$ cat config.mk
export PLATFORM = sky130hd
export DESIGN_NAME = regfile_wb_arbiter
export DESIGN_NICKNAME = d
export VERILOG_FILES = /design/src/rtl/regfile_wb_arbiter_pkg.sv /design/src/rtl/regfile_wb_arbiter_rr_arbiter.sv /design/src/rtl/regfile_wb_arbiter.sv
export SDC_FILE = /design/constraint.sdc
export NUM_CORES = 1
export LEC_CHECK = 0
export CAP_MARGIN = 15
export CORE_MARGIN = 2
export CORE_UTILIZATION = 35
export CTS_CLUSTER_DIAMETER = 60
export DETAILED_ROUTE_END_ITERATION = 8
export GPL_ROUTABILITY_DRIVEN = 0
export PLACE_DENSITY = 0.76
export SLEW_MARGIN = 10
export SYNTH_ARGS = -nofsm -noshare
export SYNTH_HDL_FRONTEND = slang
export SYNTH_SLANG_ARGS = --single-unit
$ cat constraint.sdc
create_clock -name clk -period 1.6 [get_ports clk]
set_input_delay 0.16 -clock clk [delete_from_list [all_inputs] [get_ports clk]]
set_output_delay 0.16 -clock clk [all_outputs]
set_load 0.005 [all_outputs]
$ cat src/rtl/regfile_wb_arbiter_pkg.sv
// Shared types and constants for the register-file write-back path.
package regfile_wb_arbiter_pkg;

  localparam int unsigned DEFAULT_NUM_REQ = 2;
  localparam int unsigned REG_ADDR_W      = 5;
  localparam int unsigned REG_DATA_W      = 32;

  localparam logic [REG_ADDR_W-1:0] REG_ZERO_ADDR = 5'd0;

  typedef struct packed {
    logic [REG_ADDR_W-1:0] addr;
    logic [REG_DATA_W-1:0] data;
  } wb_req_t;

endpackage

$ cat src/rtl/regfile_wb_arbiter_rr_arbiter.sv
// Round-robin request arbiter with one-hot grant and grant index.
// Build with DRAIG_WB_ARB_FIXED_PRIO_EN for fixed lowest-index priority.
module rr_arbiter #(
  parameter int unsigned NUM_REQ = 2
) (
  input  logic                       clk,
  input  logic                       rst,
  input  logic [NUM_REQ-1:0]         req,
  input  logic                       advance,
  output logic [NUM_REQ-1:0]         grant_c,
  output logic [$clog2(NUM_REQ)-1:0] grant_idx_c
);

  localparam int unsigned IDX_W = $clog2(NUM_REQ);
  localparam int unsigned CNT_W = IDX_W + 1;

  logic [IDX_W-1:0] rr_ptr;

`ifdef DRAIG_WB_ARB_FIXED_PRIO_EN
  // Search always starts at requester 0; no pointer state exists.
  assign rr_ptr = '0;
  logic unused_ok;
  assign unused_ok = &{1'b0, clk, rst, advance};
`else
  // Pointer moves one past the requester just served.
  always_ff @(posedge clk) begin
    if (rst) begin
      rr_ptr <= '0;
    end else if (advance) begin
      rr_ptr <= (grant_idx_c == IDX_W'(NUM_REQ - 1)) ? '0 : grant_idx_c + IDX_W'(1);
    end
  end
`endif

  // First valid requester at or after rr_ptr, wrapping modulo NUM_REQ.
  always_comb begin
    logic [IDX_W-1:0] cand;
    logic             found;
    grant_c     = '0;
    grant_idx_c = '0;
    found       = 1'b0;
    cand        = '0;
    for (int unsigned k = 0; k < NUM_REQ; k++) begin
      cand = IDX_W'((CNT_W'(rr_ptr) + CNT_W'(k)) % CNT_W'(NUM_REQ));
      if (!found && req[cand]) begin
        found         = 1'b1;
        grant_c[cand] = 1'b1;
        grant_idx_c   = cand;
      end
    end
  end

endmodule

$ cat src/rtl/regfile_wb_arbiter.sv
// Write-back arbiter feeding the register file's single write port.
// Optional build macro: DRAIG_WB_ARB_FIXED_PRIO_EN (fixed priority instead of round-robin).
module regfile_wb_arbiter
  import regfile_wb_arbiter_pkg::*;
#(
  parameter int unsigned NUM_REQ    = DEFAULT_NUM_REQ,
  parameter int unsigned ADDR_WIDTH = 5,
  parameter int unsigned DATA_WIDTH = 32
) (
  input  logic                          clk,
  input  logic                          rst,
  input  logic [NUM_REQ*ADDR_WIDTH-1:0] req_addr_in,
  input  logic [NUM_REQ*DATA_WIDTH-1:0] req_data_in,
  input  logic [NUM_REQ-1:0]            req_valid_in,
  output logic [NUM_REQ-1:0]            req_ready_out,
  output logic [ADDR_WIDTH-1:0]         wr_addr_out,
  output logic [DATA_WIDTH-1:0]         wr_data_out,
  output logic                          wr_valid_out,
  input  logic                          wr_ready_in,
  output logic [$clog2(NUM_REQ)-1:0]    grant_idx_out
);

  localparam int unsigned IDX_W = $clog2(NUM_REQ);

  localparam logic ST_EMPTY = 1'b0;
  localparam logic ST_FULL  = 1'b1;

  logic                  state_q, state_d;
  logic [ADDR_WIDTH-1:0] addr_d;
  logic [DATA_WIDTH-1:0] data_d;
  logic [IDX_W-1:0]      idx_d;

  logic                  load_en_c;
  logic                  accept_c;
  logic [NUM_REQ-1:0]    arb_req_c;
  logic [NUM_REQ-1:0]    grant_c;
  logic [IDX_W-1:0]      grant_idx_c;
  logic [ADDR_WIDTH-1:0] sel_addr_c;
  logic [DATA_WIDTH-1:0] sel_data_c;

  assign wr_valid_out  = (state_q == ST_FULL);
  assign load_en_c     = !wr_valid_out || wr_ready_in;
  // Readies stay low during reset and while the stage cannot take a write.
  assign arb_req_c     = (load_en_c && !rst) ? req_valid_in : '0;
  assign req_ready_out = grant_c;
  assign accept_c      = |grant_c;

  rr_arbiter #(
    .NUM_REQ (NUM_REQ)
  ) u_rr_arbiter (
    .clk         (clk),
    .rst         (rst),
    .req         (arb_req_c),
    .advance     (accept_c),
    .grant_c     (grant_c),
    .grant_idx_c (grant_idx_c)
  );

  // Select the winning requester's payload.
  always_comb begin
    sel_addr_c = '0;
    sel_data_c = '0;
    for (int unsigned i = 0; i < NUM_REQ; i++) begin
      if (grant_idx_c == IDX_W'(i)) begin
        sel_addr_c = req_addr_in[i*ADDR_WIDTH +: ADDR_WIDTH];
        sel_data_c = req_data_in[i*DATA_WIDTH +: DATA_WIDTH];
      end
    end
  end

  // Output stage next state; zero-address writes are consumed but never presented.
  always_comb begin
    state_d = state_q;
    addr_d  = wr_addr_out;
    data_d  = wr_data_out;
    idx_d   = grant_idx_out;
    if (accept_c) begin
      if (sel_addr_c != ADDR_WIDTH'(REG_ZERO_ADDR)) begin
        state_d = ST_FULL;
        addr_d  = sel_addr_c;
        data_d  = sel_data_c;
        idx_d   = grant_idx_c;
      end else begin
        state_d = ST_EMPTY;
      end
    end else if (wr_ready_in) begin
      state_d = ST_EMPTY;
    end
  end

  always_ff @(posedge clk) begin
    if (rst) begin
      state_q       <= ST_EMPTY;
      wr_addr_out   <= '0;
      wr_data_out   <= '0;
      grant_idx_out <= '0;
    end else begin
      state_q       <= state_d;
      wr_addr_out   <= addr_d;
      wr_data_out   <= data_d;
      grant_idx_out <= idx_d;
    end
  end

endmodule

# After elaboration in Yosys (flattened, before gate mapping)
# Cells that the tools add are included.
[word_totals]
ff_bits = 40
in_bits = 79
[op_classes]
add_sub_neg = 2
order_cmp = 4
n_mux = 20
n_bitwise = 1
n_reduce_logical = 12
[ops]
columns = ["cell", "count"]
rows = [
  ["$mux W32", 1],
  ["$mux W1", 13],
  ["$mux W2", 3],
  ["$mux W5", 1],
  ["$reduce_bool A5 Y1", 1],
  ["$logic_and A1 B1 Y1", 4],
  ["$lt A1 B2 Y1 const B", 2],
  ["$logic_not A1 Y1", 3],
  ["$add A1 B1 Y1 const B", 2],
  ["$demux W1 S1", 2],
  ["$ge A1 B1 Y1 const B", 2],
  ["$or A2 B2 Y2", 1],
  ["$reduce_and A2 Y1", 1],
  ["$reduce_bool A2 Y1", 1],
  ["$reduce_or A2 Y1", 1],
  ["$logic_or A1 B1 Y1", 1],
]

# Longest topological paths before layout
# Gate-level depths: netlist (run 1).
[logic_depth]
word_depth = 14
mapped_depth = 7
ltp_nobuf = 5

# Hierarchy
# Synthesis (run 1) repeated with hierarchy kept, for this count alone.
[hier_totals]
cells_unflattened = 200
area_unflattened_um2 = 2068.2
[by_module_without_submodules]
columns = ["module", "instances", "cells_per_inst", "area_per_inst_um2"]
rows = [
  ["regfile_wb_arbiter", 1, 193, 1993.2],
  ["rr_arbiter", 1, 7, 75.1],
]

# Worst setup path after synthesis (run 1)
# OpenSTA, ideal clock, no wires.
[synth_path]
kind = "reg-to-reg"
from = "register u_rr_arbiter.rr_ptr"
to = "register wr_addr_out[4]"
setup_time_ns = 0.145
t_arrival_ns = 1.370
required_time_ns = 1.455
slack_ns = 0.085
path_stages_with_launch = 8
n_path_buf = 2
period_less_slack_ns = 1.515
path_cell_list = "dfxtp_1 > nand2b_1 > nand4b_4 > inv_2 > buf_4 > buf_2 > a221oi_1 > a311oi_2"
[synth_via]
elab_chain_len = 9
word_cells_on_any_way = 27
classes_between = "add/sub (1); order compare (4); mux (14); bitwise (1); reduce/logical (7)"
[synth_lines]
columns = ["element", "line", "source"]
rows = [
  ["start, declared", "regfile_wb_arbiter_rr_arbiter.sv:17", "logic [IDX_W-1:0] rr_ptr;"],
  ["start signal, assigned", "regfile_wb_arbiter_rr_arbiter.sv:30", "rr_ptr <= (grant_idx_c == IDX_W'(NUM_REQ - 1)) ? '0 : grant_idx_c + IDX_W'(1);"],
  ["$add A1 B1 Y1 (tied with other cells)", "regfile_wb_arbiter_rr_arbiter.sv:44", "cand = IDX_W'((CNT_W'(rr_ptr) + CNT_W'(k)) % CNT_W'(NUM_REQ));"],
  ["$lt A1 B2 Y1 (implied by the code) (tied with other cells)", "regfile_wb_arbiter_rr_arbiter.sv:47", "grant_c[cand] = 1'b1;"],
  ["$logic_and A1 B1 Y1 (implied by the code) (tied with other cells)", "regfile_wb_arbiter_rr_arbiter.sv:47", ""],
  ["$mux W1 (implied by the code) (tied with other cells)", "regfile_wb_arbiter_rr_arbiter.sv:47", ""],
  ["$demux W1 S1 (tied with other cells)", "n/a", ""],
  ["$or A2 B2 Y2 (no line) / $mux W1 (equally long branches)", "n/a", ""],
  ["$mux W2 / $mux W5 (equally long branches)", "regfile_wb_arbiter_rr_arbiter.sv:45, regfile_wb_arbiter.sv:64", ""],
  ["$reduce_or A2 Y1 / $reduce_bool A5 Y1 (equally long branches)", "regfile_wb_arbiter.sv:46, regfile_wb_arbiter.sv:78", ""],
  ["$reduce_and A2 Y1 (no line)", "n/a", ""],
  ["end signal, assigned", "regfile_wb_arbiter.sv:99", "wr_addr_out <= addr_d;"],
  ["end, declared", "regfile_wb_arbiter.sv:16", "output logic [ADDR_WIDTH-1:0] wr_addr_out,"],
]
# Several ways; a longest one is shown, not always the timed one. The select of a mux whose other input is x is not followed.
# A chain may end at the register's enable or synchronous reset.

# Final worst setup path (run 1)
[layout_path]
from = "register state_q, in the netlist wr_valid_out"
to = "register wr_data_out[27]"
[layout_via]
elab_chain_len = 13
word_cells_on_any_way = 21
classes_between = "mux (12); bitwise (1); reduce/logical (8)"
[layout_lines]
columns = ["element", "line", "source"]
rows = [
  ["start, declared", "regfile_wb_arbiter.sv:28", "logic state_q, state_d;"],
  ["start signal, assigned", "regfile_wb_arbiter.sv:98", "state_q <= state_d;"],
  ["$logic_not A1 Y1 (*)", "regfile_wb_arbiter.sv:42", "assign load_en_c = !wr_valid_out || wr_ready_in;"],
  ["$logic_or A1 B1 Y1 (*)", "regfile_wb_arbiter.sv:42", ""],
  ["$logic_and A1 B1 Y1 (*)", "regfile_wb_arbiter.sv:44", "assign arb_req_c = (load_en_c && !rst) ? req_valid_in : '0;"],
  ["$mux W2 (*)", "regfile_wb_arbiter.sv:44", ""],
  ["$mux W1 (implied by the code) (2 in a row)", "regfile_wb_arbiter_rr_arbiter.sv:45", "if (!found && req[cand]) begin"],
  ["$mux W1", "regfile_wb_arbiter_rr_arbiter.sv:45", ""],
  ["$logic_not A1 Y1", "regfile_wb_arbiter_rr_arbiter.sv:45", ""],
  ["$logic_and A1 B1 Y1", "regfile_wb_arbiter_rr_arbiter.sv:45", ""],
  ["$mux W1", "regfile_wb_arbiter_rr_arbiter.sv:45", ""],
  ["$mux W5", "regfile_wb_arbiter.sv:64", "if (grant_idx_c == IDX_W'(i)) begin"],
  ["$reduce_bool A5 Y1", "regfile_wb_arbiter.sv:78", "if (sel_addr_c != ADDR_WIDTH'(REG_ZERO_ADDR)) begin"],
  ["$reduce_and A2 Y1 (no line)", "n/a", ""],
  ["end signal, assigned", "regfile_wb_arbiter.sv:100", "wr_data_out <= data_d;"],
  ["end, declared", "regfile_wb_arbiter.sv:17", "output logic [DATA_WIDTH-1:0] wr_data_out,"],
]
# Every way passes the cells marked *; elsewhere a longest branch is shown, timed or not. The select of a mux whose other input is x is not followed.

==> results of run 1 <==
==> layout make-up <==
cell class	instances	area (sq um)
Fill cell	561	2430
Timing Repair Buffer	152	1490
Multi-Input combinational cell	167	1320
Sequential cell	40	806
Tap cell	77	96.3
Clock buffer	8	90.1
Inverter	2	12.5
==> registers in the layout, indices dropped and copies added, names as in the netlist <==
name,flops
wr_valid_out,1
wr_addr_out,5
wr_data_out,32
grant_idx_out,1
u_rr_arbiter.rr_ptr,1
==> through the flow <==
step,setup slack [ps],hold WS (ps),TNS [ps],instance area [sq um],instances
floorplan,85.1,276,0,2230,242
global placement,-303,486,-10500,3570,434
detailed placement,-377,495,-12910,3570,434
CTS,-3.67,273,-3.67,3710,444
global route,-24.9,321,-69.3,3810,446
finish,31.1,295,0,3810,446
==> worst paths after layout <==
| check | from | endpoint | slack [ps] | cells after the start |
|---|---|---|---|---|
| max | wr_valid_out$_SDFFE_PP0P_ | wr_data_out[27]$_SDFFE_PP0P_ | 30 | 6 |
| min | req_valid_in[1] | u_rr_arbiter.rr_ptr$_SDFFE_PP0P_ | 290 | 2 |
| max reg2reg | wr_valid_out$_SDFFE_PP0P_ | wr_data_out[27]$_SDFFE_PP0P_ | 30 | 6 |
| min reg2reg | u_rr_arbiter.rr_ptr$_SDFFE_PP0P_ | u_rr_arbiter.rr_ptr$_SDFFE_PP0P_ | 490 | 1 |
==> power by group <==
group          switching (mW)  internal (mW)  total, mW
combinational           0.389          0.609      0.998
sequential             0.0652           1.10       1.17
clock                   0.330          0.352      0.682
==> repair_timing <==
item	CTS	global route
setup endpoints to repair	38	34
resized for setup	14	14
pin swaps	2	3
setup buffers	2	2
gates cloned	0	1
==> worst reg2reg max path: stages, from the launching register on <==
cell and delay [ps]:
dfxtp_2 360, nand2b_4 80, and3b_2 220, buf_6 130
a22o_4 290, buf_6 180, a311oi_1 220
==> layer usage <==
| metal | track usage | wire (microns) | vias to the layer above |
|---|---|---|---|
| li1 | - | - | 1188 |
| met1 | 0.248 | 3110 | 1209 |
| met2 | 0.340 | 3660 | 104 |
| met3 | 0.0504 | 495 | 15 |
| met4 | 0.0645 | 128 | 0 |
| met5 | 0 | 0 | - |
==> layout by cell type (no fill, tap or decap), types with 2 or more instances in the layout <==
cell | netlist | final
a21oi_1 | 3 | 3
a221oi_1 | 36 | 33
a221oi_2 | 0 | 3
a311oi_1 | 7 | 3
a311oi_2 | 30 | 34
buf_12 | 0 | 2
buf_4 | 2 | 26
buf_6 | 4 | 4
clkbuf_1 | 18 | 2
clkbuf_8 | 0 | 6
clkdlybuf4s50_1 | 0 | 114
dfxtp_1 | 40 | 38
dlygate4sd2_1 | 0 | 4
nand2_1 | 77 | 77
nand2b_4 | 0 | 2
nor2_1 | 2 | 2
nor3_1 | 2 | 2
==> logic make-up (layout without fill, tap and decap cells) <==
kind of cell / Yosys count / count (layout) / synth area share
buf+inv: 35 / 162 / 0.0803
simple gates: 85 / 85 / 0.159
compound gates: 82 / 82 / 0.401
flops: 40 / 40 / 0.359
==> impl_results.md, run 1 <==
* PD cells at 747 mW/mm^2
* Share of layout cells above drive strength 1 at 0.236
* I/O pin count at 120
* Critical Path Slowest Stage Cell: dfxtp_2
* Count leader, synth: nand2_1
* Post-synthesis sequential area ratio at 0.359
* Clock sinks at 40
* Synth cell count leaders: 77 x nand2_1, 40 x dfxtp_1, 36 x a221oi_1
* IO buf count at 119
* Post-DR wirelength/cell at 16.6 microns
* Std cell rows at 29
* Slew margin rel. at 0.689
* Slew Limit Fails at 0
* Vias in the first global route at 2444
* Crit-path most repeated cell: buf_6
* CTS buffer count at 5
* Vias at 2516
* Cell Area, Synth at 0.00223 sq mm
* Antenna-violating nets left at 0
* Syn Inst Count at roughly 240
* Top delay family on crit path: compound AO/OA/AOI/OAI gates
* Required @ worst endpoint at roughly 1800 ps
* Total power at 2.85 mW
* Status: finished, final reports clean
* Worst stage delay on the critical path at 360 ps
* Peak supply drop at 0.000375 V
* Asr flop ratio synth at 0
* Crit-path max FO at 13
* First-pass GRT wire length at 11600 microns
* Largest net degree at the start of global routing at 37
* Pre-Repair DR Iteration Count at 4
* Most common flop cell mapped by yosys: dfxtp_1
* Layout Nets at ~450
* Grt total ovfl at 0
* Critical Path, Cell by Cell: nand2b_4 -> and3b_2 -> buf_6 -> a22o_4 -> buf_6 -> a311oi_1
* Synth top area share at 0.359
* Hpwl dp at 5190 microns
* Post-layout util at 0.610
* Startpoint Class: flip-flop
* Final WL at 7390 microns
* Initial Utilization at 0.357
* Largest cells by area after synthesis: dfxtp_1 36%, a311oi_2 20%, a221oi_1 14%, nand2_1 13%, clkbuf_1 3.0%
* Largest area contributor in the netlist: dfxtp_1
* Leak at 1.38 nW
* Worst slew pin tran at 466 ps
* Unrepaired setup endpoints after global routing: yes
* Htree depth at 2
* Die footprint at 0.00702 sq mm
* Total track usage at 0.200
* Clk_lat worst skew at 290 ps
* Worst Path Class, Setup: flip-flop to flip-flop
* Setup crit end kind: flip-flop
* Unique masters post-synth at 25
* MaxCap Viol Count at 0
* Ant diodes at 0
* Area Overhead vs Synth at 71.0%
* Initial antenna violation count at 0
* Fmax at 637 MHz
* Core area at 0.00624 sq mm
* Final worst-path cycle share at 0.981
* Yosys reg bits at 40
* Vias per cell at 5.64
* Syn Nets at 321
* Syn_area_per_cell at 9.21 sq um
* Final Setup Violations at 0
* Worst-path clk slew at 70 ps
* Final hold viol count at 0
* DRC violations left at 0
* Hold Path Class: input port to flip-flop
* # hold bufs at CTS at 0
* Bufs and invs on worst path at 2
* CTS root buf: clkbuf_8
* Width of the chip at 83.8 microns
* CTS tree: built
* Clock Path Buffers at 2
* Crit path time final at 1570 ps
* Number of synthesized flops with an enable pin at 0
* Final setup skew at 3.20 ps
* Initial DRC count at 168
* Data arrival, critical path at 1770 ps
* Synth Warn # at 0
* Die Height at about 84 microns
No activity file was read; power rests on OpenSTA's default activity.
==> run 2, diff against run 1 <==
--- a/config.mk
+++ b/config.mk
@@ -9,3 +9,3 @@
 export CORE_MARGIN = 2
-export CORE_UTILIZATION = 35
+export CORE_UTILIZATION = 42
 export CTS_CLUSTER_DIAMETER = 60
@@ -13,3 +13,3 @@
 export GPL_ROUTABILITY_DRIVEN = 0
-export PLACE_DENSITY = 0.76
+export PLACE_DENSITY = 0.85
 export SLEW_MARGIN = 10
==> constraint.sdc (replaced) <==
create_clock -name clk -period 2 [get_ports clk]
set_input_delay 0.2 -clock clk [delete_from_list [all_inputs] [get_ports clk]]
set_output_delay 0.2 -clock clk [all_outputs]
set_load 0.01 [all_outputs]
==> run 2 against run 1 <==
Register-to-register slack gained 340 ps. Non-clock buffer count shrank 15. Final cell count shrank 4.9%. Combinational power shrank 23%. Critical path depth shrank 2. Highest routed layer unchanged. Clock-buffer cell count shrank 2. Setup slack gained 29 ps. Clock skew grew 4.9 ps.
==> impl_results.md, run 2 (same netlist as run 1, synthesis figures left out) <==
* Total negative setup slack at 0 ps
* Data arrival, critical path at between 1500 and 2000 ps
* Htree depth at 2
* Final setup skew at 8.12 ps
* Hpwl dp at about 4900 microns
* Final Setup Violations at 0
* Initial Utilization at 0.436
* Largest registers: wr_data_out: 32 flops, wr_addr_out: 5 flops
* Worst stage delay on the critical path at 550 ps
* Reg power frac at 0.396
* Required @ worst endpoint at 1800 ps
* Clock Path Buffers at 2
* Startpoint Class: input port
* Die footprint at about 0.0059 sq mm
* Pint at ~1.7 mW
* Pre-CTS setup slack at -24.8 ps
* Final hold viol count at 0
* Hold Path Class: input port to flip-flop
* Area Overhead vs Synth at 61.9%
* Core area at 0.00511 sq mm
* Ant diodes at 0
* Psw at approximately 0.65 mW
* Initial DRC count at 118
* CTS root buf: clkbuf_8
* MaxCap Viol Count at 0
* Critical Path, Cell by Cell: clkdlybuf4s50_1 -> a21boi_2 -> and3b_2 -> clkdlybuf4s50_1
* Crit-path max FO at 5
* IO buf count at 119
* Std cell rows at 26
* Grt total ovfl at 0
* Unrepaired setup endpoints after global routing: yes
* Reg2Reg Capture Point: wr_addr_out[4]$_SDFFE_PP0P_
* First-pass GRT wire length at between 10000 and 15000 microns
* I/O pin count at 120
* Final worst slack at around 60 ps
* Slew Limit Fails at 0
* Reg2reg setup slack at 370 ps
* CTS tree: built
* Worst Path Class, Setup: input port to output port
* Critical Path Slowest Stage Cell: clkdlybuf4s50_1
* Initial antenna violation count at 0
* Most frequent cells in the layout: 118 x clkdlybuf4s50_1, 77 x nand2_1, 40 x dfxtp_1
* Hold Crit Start: rst
* Final worst-path cycle share at 0.970
* Reg-to-reg startpoint: u_rr_arbiter.rr_ptr$_SDFFE_PP0P_
* Sw Ratio at 0.276
* Post-DR wirelength/cell at 16.3 microns
* Vias per cell at 5.77
* Hold Path Depth at 2
* Vias in the first global route at 2447
* Width of the chip at 76.8 microns
* Crit-path most repeated cell: clkdlybuf4s50_1
* Clock sinks at 40
* Status: finished, final reports clean
* Largest net degree at the start of global routing at 39
* Pre-Repair DR Iteration Count at 4
* Layout Nets at 432
* Die Height at roughly 77 microns
* Vias at between 2000 and 2500
* Power share of the clock group at 0.277
* Slew margin rel. at 0.613
* Antenna-violating nets left at 0
* DRC violations left at 0
* Fmax at 515 MHz
* Clk_lat worst skew at just under 300 ps
* CTS buffer count at 5
* Reg2reg path depth at 6
* Worst-path clk slew at 80 ps
* Final WL at 6930 microns
* Setup crit end kind: output port
* Peak supply drop at 0.000401 V
* Logic pwr share at 0.327
* Max reg flops at 32
* Largest Register: wr_data_out
* Worst slew pin tran at slightly below 600 ps
* # hold bufs at CTS at 0
* Crit path time final at 1940 ps
* Hold Path Sink: u_rr_arbiter.rr_ptr$_SDFFE_PP0P_
* Share of layout cells above drive strength 1 at 0.178
* Leak at between 1 and 1.5 nW
* Most common cell after layout, fill and taps aside: clkdlybuf4s50_1
* PD cells at 649 mW/mm^2
* Total track usage at 0.231
==> run 2: changes by cell type in the layout (fill, tap and decap cells not counted), moves of 2 or more <==
| cell | previous run | this run |
|---|---|---|
| a221oi_1 | 33 | 36 |
| a311oi_1 | 3 | 7 |
| dfxtp_1 | 38 | 40 |
| clkdlybuf4s50_1 | 114 | 118 |
| nand2b_4 | 2 | 0 |
| dlygate4sd2_1 | 4 | 0 |
| buf_6 | 4 | 0 |
| a221oi_2 | 3 | 0 |
| a311oi_2 | 34 | 30 |
| buf_4 | 26 | 16 |
==> run 2: area by class of cell <==
class / instances / area (sq um)
Inverter: 2 / 10.0
Clock inverter: 2 / 35.0
Timing Repair Buffer: 137 / 1350
Multi-Input combinational cell: 167 / 1250
Fill cell: 415 / 1500
Tap cell: 70 / 87.6
Clock buffer: 6 / 72.6
Sequential cell: 40 / 801
==> run 2: power groups by stage <==
stage	logic (mW)	clock network (mW)	registers [mW]
floorplan	0.347	0	0.975
global placement	0.753	0	0.941
detailed placement	0.766	0	0.941
CTS	0.769	0.661	0.925
global route	0.824	0.694	0.935
finish	0.766	0.648	0.927
==> run 2: worst max path at each step <==
stage,from,to,slack [ps],cells past startpoint
2_1_floorplan,wr_valid_out$_SDFFE_PP0P_,wr_data_out[0]$_SDFFE_PP0P_,470,7
3_3_place_gp,req_valid_in[0],req_ready_out[0],50,4
3_5_place_dp,req_valid_in[0],req_ready_out[0],-20,4
4_1_cts,req_valid_in[0],req_ready_out[0],40,4
5_1_grt,u_rr_arbiter.rr_ptr$_SDFFE_PP0P_,req_ready_out[1],-6,4
6_report,req_valid_in[0],req_ready_out[0],60,4
==> run 2: metrics by stage <==
stage          power, mW  cells  area [sq um]   util  hold WS (ps)
2_1_floorplan       1.32    242          2230      -           316
3_3_place_gp        1.69    416          3490  0.684           478
3_5_place_dp        1.71    416          3490  0.684           484
4_1_cts             2.36    424          3600  0.705           167
5_1_grt             2.45    424          3610  0.706           174
6_report            2.34    424          3610  0.706           173
==> run 2: metal layers <==
layer,vias to the layer above,GRT usage,part of all wire
met3,16,0.0682,0.089
met2,112,0.386,0.48
li1,1162,-,-
met1,1156,0.278,0.41
met4,0,0.0891,0.021
met5,-,0,0
==> run 2: what timing repair did <==
item,CTS,global route
pin swaps,0,1
setup buffers,0,0
resized for setup,1,2
setup endpoints to repair,1,2
==> run 2: worst max-delay path, delay by kind of cell <==
family | cells | cell delay [ps]
AOI/OAI and AO/OA | 1 | 200
buffers and inverters | 2 | 1070
and+or+nand+nor | 1 | 270
==> run 3, diff against run 2 <==
Settings changed: ABC_AREA from default to 1, PLACE_DENSITY 0.85 to 0.86.
==> run 3 against run 2 <==
Routed wire length down 18%. Clock power decreased by 2%. Final cell count increased by 16%. First-iteration DRC count fell by 30%. Via count is 6.3% lower. Non-clock buffer count increased by 5. Combinational power is 5.2% lower. Sequential cell count unchanged. Critical endpoint is now req_ready_out[1].
==> impl_results.md, run 3 <==
* Initial antenna violation count at 0
* Fmax at 538 MHz
* Syn Nets at 367
* Largest area contributor in the netlist: dfxtp_1
* Count leader, synth: nand2_1
* PD cells at ~630 mW/mm^2
* Leak at about 1.8 nW
* CTS tree: built
* Power share of the clock group at 0.278
* Most common flop cell mapped by yosys: dfxtp_1
* Final cell count without fillers at 491
* Hpwl dp at between 4000 and 5000 microns
* Core area at 0.00504 sq mm
* Clk_lat worst skew at 280 ps
* Antenna-violating nets left at 0
* Vias at 2292
* Number of synthesized flops with an enable pin at 0
* Unique masters post-synth at 23
* Required @ worst endpoint at between 1500 and 2000 ps
* Post-synthesis sequential area ratio at 0.368
* Largest cells by area after synthesis: dfxtp_1 37%, mux2i_1 15%, nand2_1 9.1%, nor2_1 9.0%, nand3_1 8.5%
* Area Overhead vs Synth at 67.4%
* Final WL at about 5700 microns
* Largest Register: wr_data_out
* Logic pwr share at 0.319
* Largest net degree at the start of global routing at 37
* Placed Area at 0.00349 sq mm
* Share of layout cells above drive strength 1 at 0.154
* Status: finished, final reports clean
* I/O pin count at 120
* Post-layout util at 0.723
* Std cell rows at 26
* Slew Limit Fails at 0
* Synth top area share at 0.368
* Initial Utilization at 0.432
* Peak supply drop at 0.000461 V
* Post-DR wirelength/cell at 11.5 microns
* Pint at 1.67 mW
* Psw at 0.609 mW
* Pre-Repair DR Iteration Count at 4
* Worst Path Class, Setup: input port to output port
* Total power at 2.28 mW
* Worst-path clk slew at 70 ps
* Crit-path max FO at 4
* Hold Slack at between 300 and 400 ps
* Die Height at roughly 76 microns
* Initial DRC count at 83
* CTS root buf: clkbuf_8
* Ant diodes at 0
* Total track usage at 0.196
* Final instance area at 0.00364 sq mm
* Most frequent cells in the layout: 117 x clkdlybuf4s50_1, 52 x nor2_1, 52 x nand2_1
* Grt total ovfl at 0
* Clock sinks at 40
* Final Setup Violations at 0
* Worst slew pin tran at 458 ps
* DRC violations left at 0
* Post-Place Cells at 479
* Filler cell count at between 400 and 500
* Slew margin rel. at 0.695
* Sw Ratio at 0.267
* Synth cell count leaders: 53 x nand2_1, 52 x nor2_1, 40 x dfxtp_1
* Clock Path Buffers at 2
* Data arrival, critical path at 1660 ps
* MaxCap Viol Count at 0
* Largest registers: wr_data_out: 32 flops, wr_addr_out: 5 flops
* Startpoint Class: input port
* Final hold viol count at 0
* Unrepaired setup endpoints after global routing: no
* Reg2reg setup slack at 280 ps
* CTS buffer count at 5
* Vias in the first global route at about 2200
* Asr flop ratio synth at 0
* Crit path time final at 1860 ps
* Final worst-path cycle share at 0.929
* Die footprint at 0.00578 sq mm
* Max reg flops at 32
* IO buf count at 119
* Width of the chip at 76.0 microns
* Final setup skew at 4.96 ps
* First-pass GRT wire length at 9470 microns
* # hold bufs at CTS at 0
* Htree depth at 2
* Layout Nets at 499
* Reg power frac at 0.403
* Most common cell after layout, fill and taps aside: clkdlybuf4s50_1
* Syn_area_per_cell at about 7.6 sq um
* Cell Area, Synth at 0.00218 sq mm
* Hold Path Class: input port to flip-flop
* Setup crit end kind: output port
* Yosys reg bits at 40
* Synth Warn # at 0
* Syn Inst Count at 288
* Vias per cell at 4.67
-- run 3: worst paths after layout --
path	from	to	depth (start not counted)
max	req_valid_in[1]	req_ready_out[1]	5
min	rst	grant_idx_out$_SDFFE_PP0P_	2
max reg2reg	u_rr_arbiter.rr_ptr$_SDFFE_PP0P_	wr_data_out[28]$_SDFFE_PP0P_	11
min reg2reg	wr_addr_out[4]$_SDFFE_PP0P_	wr_addr_out[4]$_SDFFE_PP0P_	2
-- run 3: cells by family after synthesis --
group / after synthesis / synth area share
buffers and inverters: 34 / 0.0908
AOI/OAI and AO/OA: 9 / 0.0287
and+or+nand+nor: 173 / 0.366
muxes: 32 / 0.147
DFF: 40 / 0.368
-- run 3: repair_timing --
item | CTS | global route
endpoints found under the hold margin | 0 | 0
setup buffers | 0 | 4
endpoints found under the setup margin | 2 | 3
resized for setup | 3 | 3
-- run 3: critical path, stage by stage --
cell and delay [ps]:
clkdlybuf4s50_1 570, nand4_4 140, buf_4 170, inv_2 50
clkdlybuf4s50_1 520
-- run 3: cell type report --
class,count,area [sq um],area share
Clock inverter,2,35.0,0.00961
Timing Repair Buffer,142,1390,0.381
Multi-Input combinational cell,214,1190,0.326
Sequential cell,40,801,0.220
Clock buffer,6,72.6,0.0199
Inverter,17,68.8,0.0189
Tap cell,70,87.6,0.0240
-- run 3: stage by stage --
step	setup WS, ps	setup TNS, ps
floorplan	386	0
global placement	-37.8	-870
detailed placement	-149	-4450
CTS	8.64	0
global route	55.4	0
finish	142	0
-- run 3: power groups by stage --
stage	combinational [mW]	sequential, mW	clock (mW)
finish	0.726	0.919	0.633
global route	0.793	0.929	0.692
CTS	0.726	0.920	0.660
global placement	0.710	0.934	0
detailed placement	0.724	0.937	0
floorplan	0.300	0.972	0
-- run 3: metal layers --
layer | up-vias | wire [microns] | global-route usage
li1 | 1182 | - | -
met1 | 1022 | 2260 | 0.213
met2 | 75 | 2880 | 0.356
met3 | 13 | 408 | 0.0687
met4 | 0 | 117 | 0.0655
met5 | - | 0 | 0
